## config.mk

```make
export PLATFORM = sky130hd
export DESIGN_NAME = uart_rx
export DESIGN_NICKNAME = d
export VERILOG_FILES = /design/src/rtl/uart_rx.sv
export SDC_FILE = /design/constraint.sdc
export NUM_CORES = 1
export LEC_CHECK = 0
export CAP_MARGIN = 20
export CORE_ASPECT_RATIO = 0.9
export CORE_MARGIN = 3
export CORE_UTILIZATION = 37
export CTS_CLUSTER_DIAMETER = 100
export DETAILED_ROUTE_END_ITERATION = 8
export GPL_ROUTABILITY_DRIVEN = 0
export HOLD_SLACK_MARGIN = 0.02
export PLACE_DENSITY = 0.62
export SLEW_MARGIN = 20
export SYNTH_ARGS = -nofsm -noshare
export SYNTH_HDL_FRONTEND = slang
export SYNTH_SLANG_ARGS = --single-unit
```

## constraint.sdc

```tcl
create_clock -name clk -period 1.7 [get_ports clk]
set_input_delay 0.34 -clock clk [delete_from_list [all_inputs] [get_ports clk]]
set_output_delay 0.34 -clock clk [all_outputs]
set_load 0.01 [all_outputs]
```

## src/rtl/uart_rx.sv

```systemverilog
// uart_rx: 8N1 serial receiver. A two-flop synchroniser feeds an FSM that
// validates the start bit at mid-bit, samples eight data bits LSB-first at
// bit centres, checks the stop bit, and pulses rx_done or frame_err.
module uart_rx #(
  parameter int CLKS_PER_BIT = 16
) (
  input  logic       clk,
  input  logic       reset,
  input  logic       rx_serial,
  output logic [7:0] data_out,
  output logic       rx_done,
  output logic       frame_err,
  output logic       rx_busy
);

  localparam int HALF  = CLKS_PER_BIT / 2;
  localparam int CNT_W = (CLKS_PER_BIT > 2) ? $clog2(CLKS_PER_BIT) : 1;

  localparam logic [CNT_W-1:0] CNT_ZERO     = CNT_W'(0);
  localparam logic [CNT_W-1:0] CNT_ONE      = CNT_W'(1);
  localparam logic [CNT_W-1:0] CNT_HALF_END = CNT_W'(HALF - 1);
  localparam logic [CNT_W-1:0] CNT_BIT_END  = CNT_W'(CLKS_PER_BIT - 1);

  typedef enum logic [2:0] {
    ST_IDLE  = 3'd0,
    ST_START = 3'd1,
    ST_DATA  = 3'd2,
    ST_STOP  = 3'd3,
    ST_BREAK = 3'd4
  } state_t;

  logic             sync1_r;
  logic             rx_s_r;
  state_t           state_r;
  state_t           state_nxt_s;
  logic [CNT_W-1:0] cnt_r;
  logic [CNT_W-1:0] cnt_nxt_s;
  logic [2:0]       bit_idx_r;
  logic [2:0]       bit_idx_nxt_s;
  logic [7:0]       shift_r;
  logic [7:0]       shift_nxt_s;
  logic [7:0]       data_nxt_s;
  logic             done_nxt_s;
  logic             ferr_nxt_s;

  // Two-flop synchroniser; idles high so reset never looks like a start bit.
  always_ff @(posedge clk) begin
    if (reset) begin
      sync1_r <= 1'b1;
      rx_s_r  <= 1'b1;
    end else begin
      sync1_r <= rx_serial;
      rx_s_r  <= sync1_r;
    end
  end

  // Next-state, counter, shift register and output-strobe decode.
  always_comb begin
    state_nxt_s   = state_r;
    cnt_nxt_s     = cnt_r;
    bit_idx_nxt_s = bit_idx_r;
    shift_nxt_s   = shift_r;
    data_nxt_s    = data_out;
    done_nxt_s    = 1'b0;
    ferr_nxt_s    = 1'b0;
    case (state_r)
      ST_IDLE: begin
        cnt_nxt_s = CNT_ZERO;
        if (!rx_s_r) begin
          state_nxt_s = ST_START;
        end else begin
          state_nxt_s = ST_IDLE;
        end
      end
      ST_START: begin
        if (cnt_r == CNT_HALF_END) begin
          cnt_nxt_s = CNT_ZERO;
          if (!rx_s_r) begin
            state_nxt_s   = ST_DATA;
            bit_idx_nxt_s = 3'd0;
          end else begin
            // Line went back high before mid-bit: treat as a glitch.
            state_nxt_s = ST_IDLE;
          end
        end else begin
          cnt_nxt_s = cnt_r + CNT_ONE;
        end
      end
      ST_DATA: begin
        if (cnt_r == CNT_BIT_END) begin
          cnt_nxt_s              = CNT_ZERO;
          shift_nxt_s[bit_idx_r] = rx_s_r;
          if (bit_idx_r == 3'd7) begin
            state_nxt_s   = ST_STOP;
            bit_idx_nxt_s = 3'd0;
          end else begin
            bit_idx_nxt_s = bit_idx_r + 3'd1;
          end
        end else begin
          cnt_nxt_s = cnt_r + CNT_ONE;
        end
      end
      ST_STOP: begin
        if (cnt_r == CNT_BIT_END) begin
          cnt_nxt_s = CNT_ZERO;
          if (rx_s_r) begin
            data_nxt_s  = shift_r;
            done_nxt_s  = 1'b1;
            state_nxt_s = ST_IDLE;
          end else begin
            // Bad stop bit: keep the old byte and wait out the low line.
            ferr_nxt_s  = 1'b1;
            state_nxt_s = ST_BREAK;
          end
        end else begin
          cnt_nxt_s = cnt_r + CNT_ONE;
        end
      end
      ST_BREAK: begin
        cnt_nxt_s = CNT_ZERO;
        if (rx_s_r) begin
          state_nxt_s = ST_IDLE;
        end else begin
          state_nxt_s = ST_BREAK;
        end
      end
      default: begin
        state_nxt_s   = ST_IDLE;
        cnt_nxt_s     = CNT_ZERO;
        bit_idx_nxt_s = 3'd0;
      end
    endcase
  end

  // State, datapath and registered outputs.
  always_ff @(posedge clk) begin
    if (reset) begin
      state_r   <= ST_IDLE;
      cnt_r     <= CNT_ZERO;
      bit_idx_r <= 3'd0;
      shift_r   <= 8'h00;
      data_out  <= 8'h00;
      rx_done   <= 1'b0;
      frame_err <= 1'b0;
      rx_busy   <= 1'b0;
    end else begin
      state_r   <= state_nxt_s;
      cnt_r     <= cnt_nxt_s;
      bit_idx_r <= bit_idx_nxt_s;
      shift_r   <= shift_nxt_s;
      data_out  <= data_nxt_s;
      rx_done   <= done_nxt_s;
      frame_err <= ferr_nxt_s;
      rx_busy   <= (state_nxt_s != ST_IDLE);
    end
  end

endmodule
```

==> results.md <==
* Worst slew margin at between 70% and 80%
* Layout cell share with drive strength beyond 1 at 17.07%
* Remaining global-route overflow at 0
* CORE AREA at 3453 µm²
* Clk buf depth at 2
* TritonCTS clock tree: built
* Critical path peak fanout at 4
* Min-Delay Path Class: flop to flop
* Post-Place Setup Slack at 0.006821 ns
* First-pass GRT wire length at 4.429 mm
* Row cnt at 20
* Final worst slack at between 0.09 and 0.1 ns
* Port-buffer cells at 13
* Critical Path AT at ~1.8 ns
* Starting DRT DRC Count at 40
* DRC at 0
* Overall Global Routing Usage at 12.69%
* P&R area growth vs syn at 22.42%
* Multi-input logic area at 673.1 µm²
* Power Dens Cells at 809.9 nW/µm²
* VDD IR max at 0.4543 mV
* Mapped cell area at 1356 µm²
* Crit start category: flop
* Synth Instances at 143
* Post-synthesis async set-or-reset flop share at 0%
* Final worst path period share at 94.53%
* Final Util at 48.08%
* HPWL after DPL at 1.808 mm
* Final Max Tran Viols at 0
* Share of the synthesized area in the top cell type at 45.76%
* Hold Vio Cnt, Final at 0
* Terminus of the critical flop-to-flop path: rx_busy
* # IOs at 14
* ANT nets after route at 0
* Die area at roughly 4400 µm²
* Top cells by count, synth: 31 x dfxtp_1, 27 x nor2_1, 16 x mux2i_1
* Synth cell types at 38
* RSZ-0062 raised after global routing: no
* Total of warnings raised by yosys at 0
* Post-synth EDFFs at 0
* F_max at between 600 and 700 MHz
* Fill count at 336
* WHS Endpoint: rx_s_r
* Area leader, netlist: dfxtp_1
* Crit Path Class: flop to flop
* Top-count cell post-synth: dfxtp_1
* Post-CTS Repair Setup Buffers at 0
* Leakage at around 0.7 nW
* Worst Hold Launch: sync1_r
* Least-Margin Pin Slew at 0.3753 ns
* Reg area at 620.6 µm²
* Reg2reg path depth at 5
* WHS Path Cells at 1
* TNS Setup at 0 ns
* Antenna violations before repair at 0
* Root buffer cell: clkbuf_8
* Drt wl/cell at 12.33 µm
* Final Cell Area at about 1700 µm²
* Die height at 63.44 µm
* Drt pass-1 iters at 4
* Post-synthesis average cell area at about 9.5 µm²
* DP Cell Count at approximately 200
* FF-to-FF setup slack at 0.09 ns
* Outcome: complete, no violations
* Antenna diodes at 0
* FF+latch count, synth at 31
* CP endpoint kind: flop
* Number of global-route vias before repair at 1000
* Pin count of the biggest net entering global routing at 20
* Clock skew at around 0.0045 ns
* Layout net count at 170
* Syn nets at 149
* Min Tclk post-route at 1.607 ns
* Finish-stage setup viols at 0
* Reg2reg start: cnt_r[0]
* Main synth FF type: dfxtp_1
* Clk Latency, worst-skew pair at approximately 0.28 ns
* Seq/Total Area, Yosys at 45.76%
* Initial Util at 39.28%
* DRT Wirelength at roughly 2.6 mm
* Total number of vias at 1056
* Vias per inst at 5.077
* CP required at about 1.9 ns
* Htree depth at 2
* Max Cap Viol at 0
* Top cells by area, synth: dfxtp_1 46%, mux2i_1 12%, nor2_1 7.5%
* Clk slew on worst S/H paths at 0.06 ns
* Clock sink count at 31
* Die Span X at between 60 and 70 µm
* Final std cells w/o fill at 208
* Num CTS Buffers at 5
* Placed inst area at 1565 µm²
## layout by cell type, fill, tap and decap left out, types with 2 or more instances in the layout
cell type and count:
buf_4 11, clkbuf_8 6, clkdlybuf4s50_1 13, dfxtp_1 31, ha_1 3, inv_1 3
mux2_2 2, mux2i_1 16, nand2_1 7, nand2b_1 2, nand3_1 2, nand4_1 7
nor2_1 27, nor2b_1 3, nor3b_1 2, nor4_1 3, o21ai_0 2, or2_2 2
or3_1 2, xor2_1 2
## logic make-up after synthesis
logic type | after synthesis | share of synthesized area (%)
compound gates | 11 | 6.458
xor+xnor | 3 | 1.938
fa+ha+maj | 3 | 2.768
buf+inv | 13 | 5.166
flops | 31 | 45.76
mux | 18 | 13.47
simple gates | 64 | 24.45
## power by group
| part | total, mW | leakage [nW] | switching, mW | internal (mW) |
|---|---|---|---|---|
| clock network | 0.565 | 0.0470 | 0.249 | 0.317 |
| logic | 0.0449 | 0.392 | 0.0251 | 0.0198 |
| registers | 0.734 | 0.250 | 0.00226 | 0.732 |
## final cells by class
| type | count | share of cell area [%] |
|---|---|---|
| clock buffers | 6 | 4.974 |
| clock inverters | 1 | 0.3014 |
| inverters | 3 | 0.6782 |
| multi-input cells | 99 | 40.54 |
| flip-flops and latches | 31 | 37.38 |
| well taps | 44 | 3.316 |
| repair buffers | 24 | 12.81 |
## flip-flops by register name, summed over array words and instances, names as in the netlist
| name | flops |
|---|---|
| frame_err | 1 |
| rx_s_r | 1 |
| bit_idx_r | 3 |
| data_out | 8 |
| state_r | 3 |
| rx_busy | 1 |
| sync1_r | 1 |
| rx_done | 1 |
| cnt_r | 4 |
| shift_r | 8 |
## layer usage
layer | up-vias | GRT usage [%] | share of wire, %
met2 | 16 | 18.87 | 45
met1 | 495 | 16.26 | 50
met5 | - | 0 | 0
met4 | 0 | 8.612 | 1.7
li1 | 541 | - | -
met3 | 4 | 2.871 | 2.5
## per-stage QoR
stage	power [mW]	hold WS, ns
3_3_place_gp	0.7941	0.4082
3_5_place_dp	0.7948	0.4227
5_1_grt	1.408	0.4559
6_report	1.345	0.4250
4_1_cts	1.368	0.4328
2_1_floorplan	0.7767	0.3895
## worst max path at each step
stage	from	endpoint	cells past startpoint
2_1_floorplan	cnt_r[3]	bit_idx_r[0]	5
3_3_place_gp	bit_idx_r[1]	bit_idx_r[1]	6
3_5_place_dp	bit_idx_r[1]	bit_idx_r[0]	6
4_1_cts	cnt_r[0]	rx_busy	5
5_1_grt	bit_idx_r[1]	bit_idx_r[0]	6
6_report	cnt_r[0]	rx_busy	5
## critical path: stages (launching register included)
cell      delay, ns
dfxtp_1        0.32
ha_1           0.24
and4b_2        0.29
a31oi_1        0.18
a211oi_1       0.11
or3_1          0.34
## what timing repair did
action / 4_1_cts / 5_1_grt
pin swaps: 0 / 0
endpoints found under the setup margin: 1 / 1
hold buffers: 0 / 0
resized for setup: 1 / 1
Note: power is estimated with default switching activity, not from simulation.
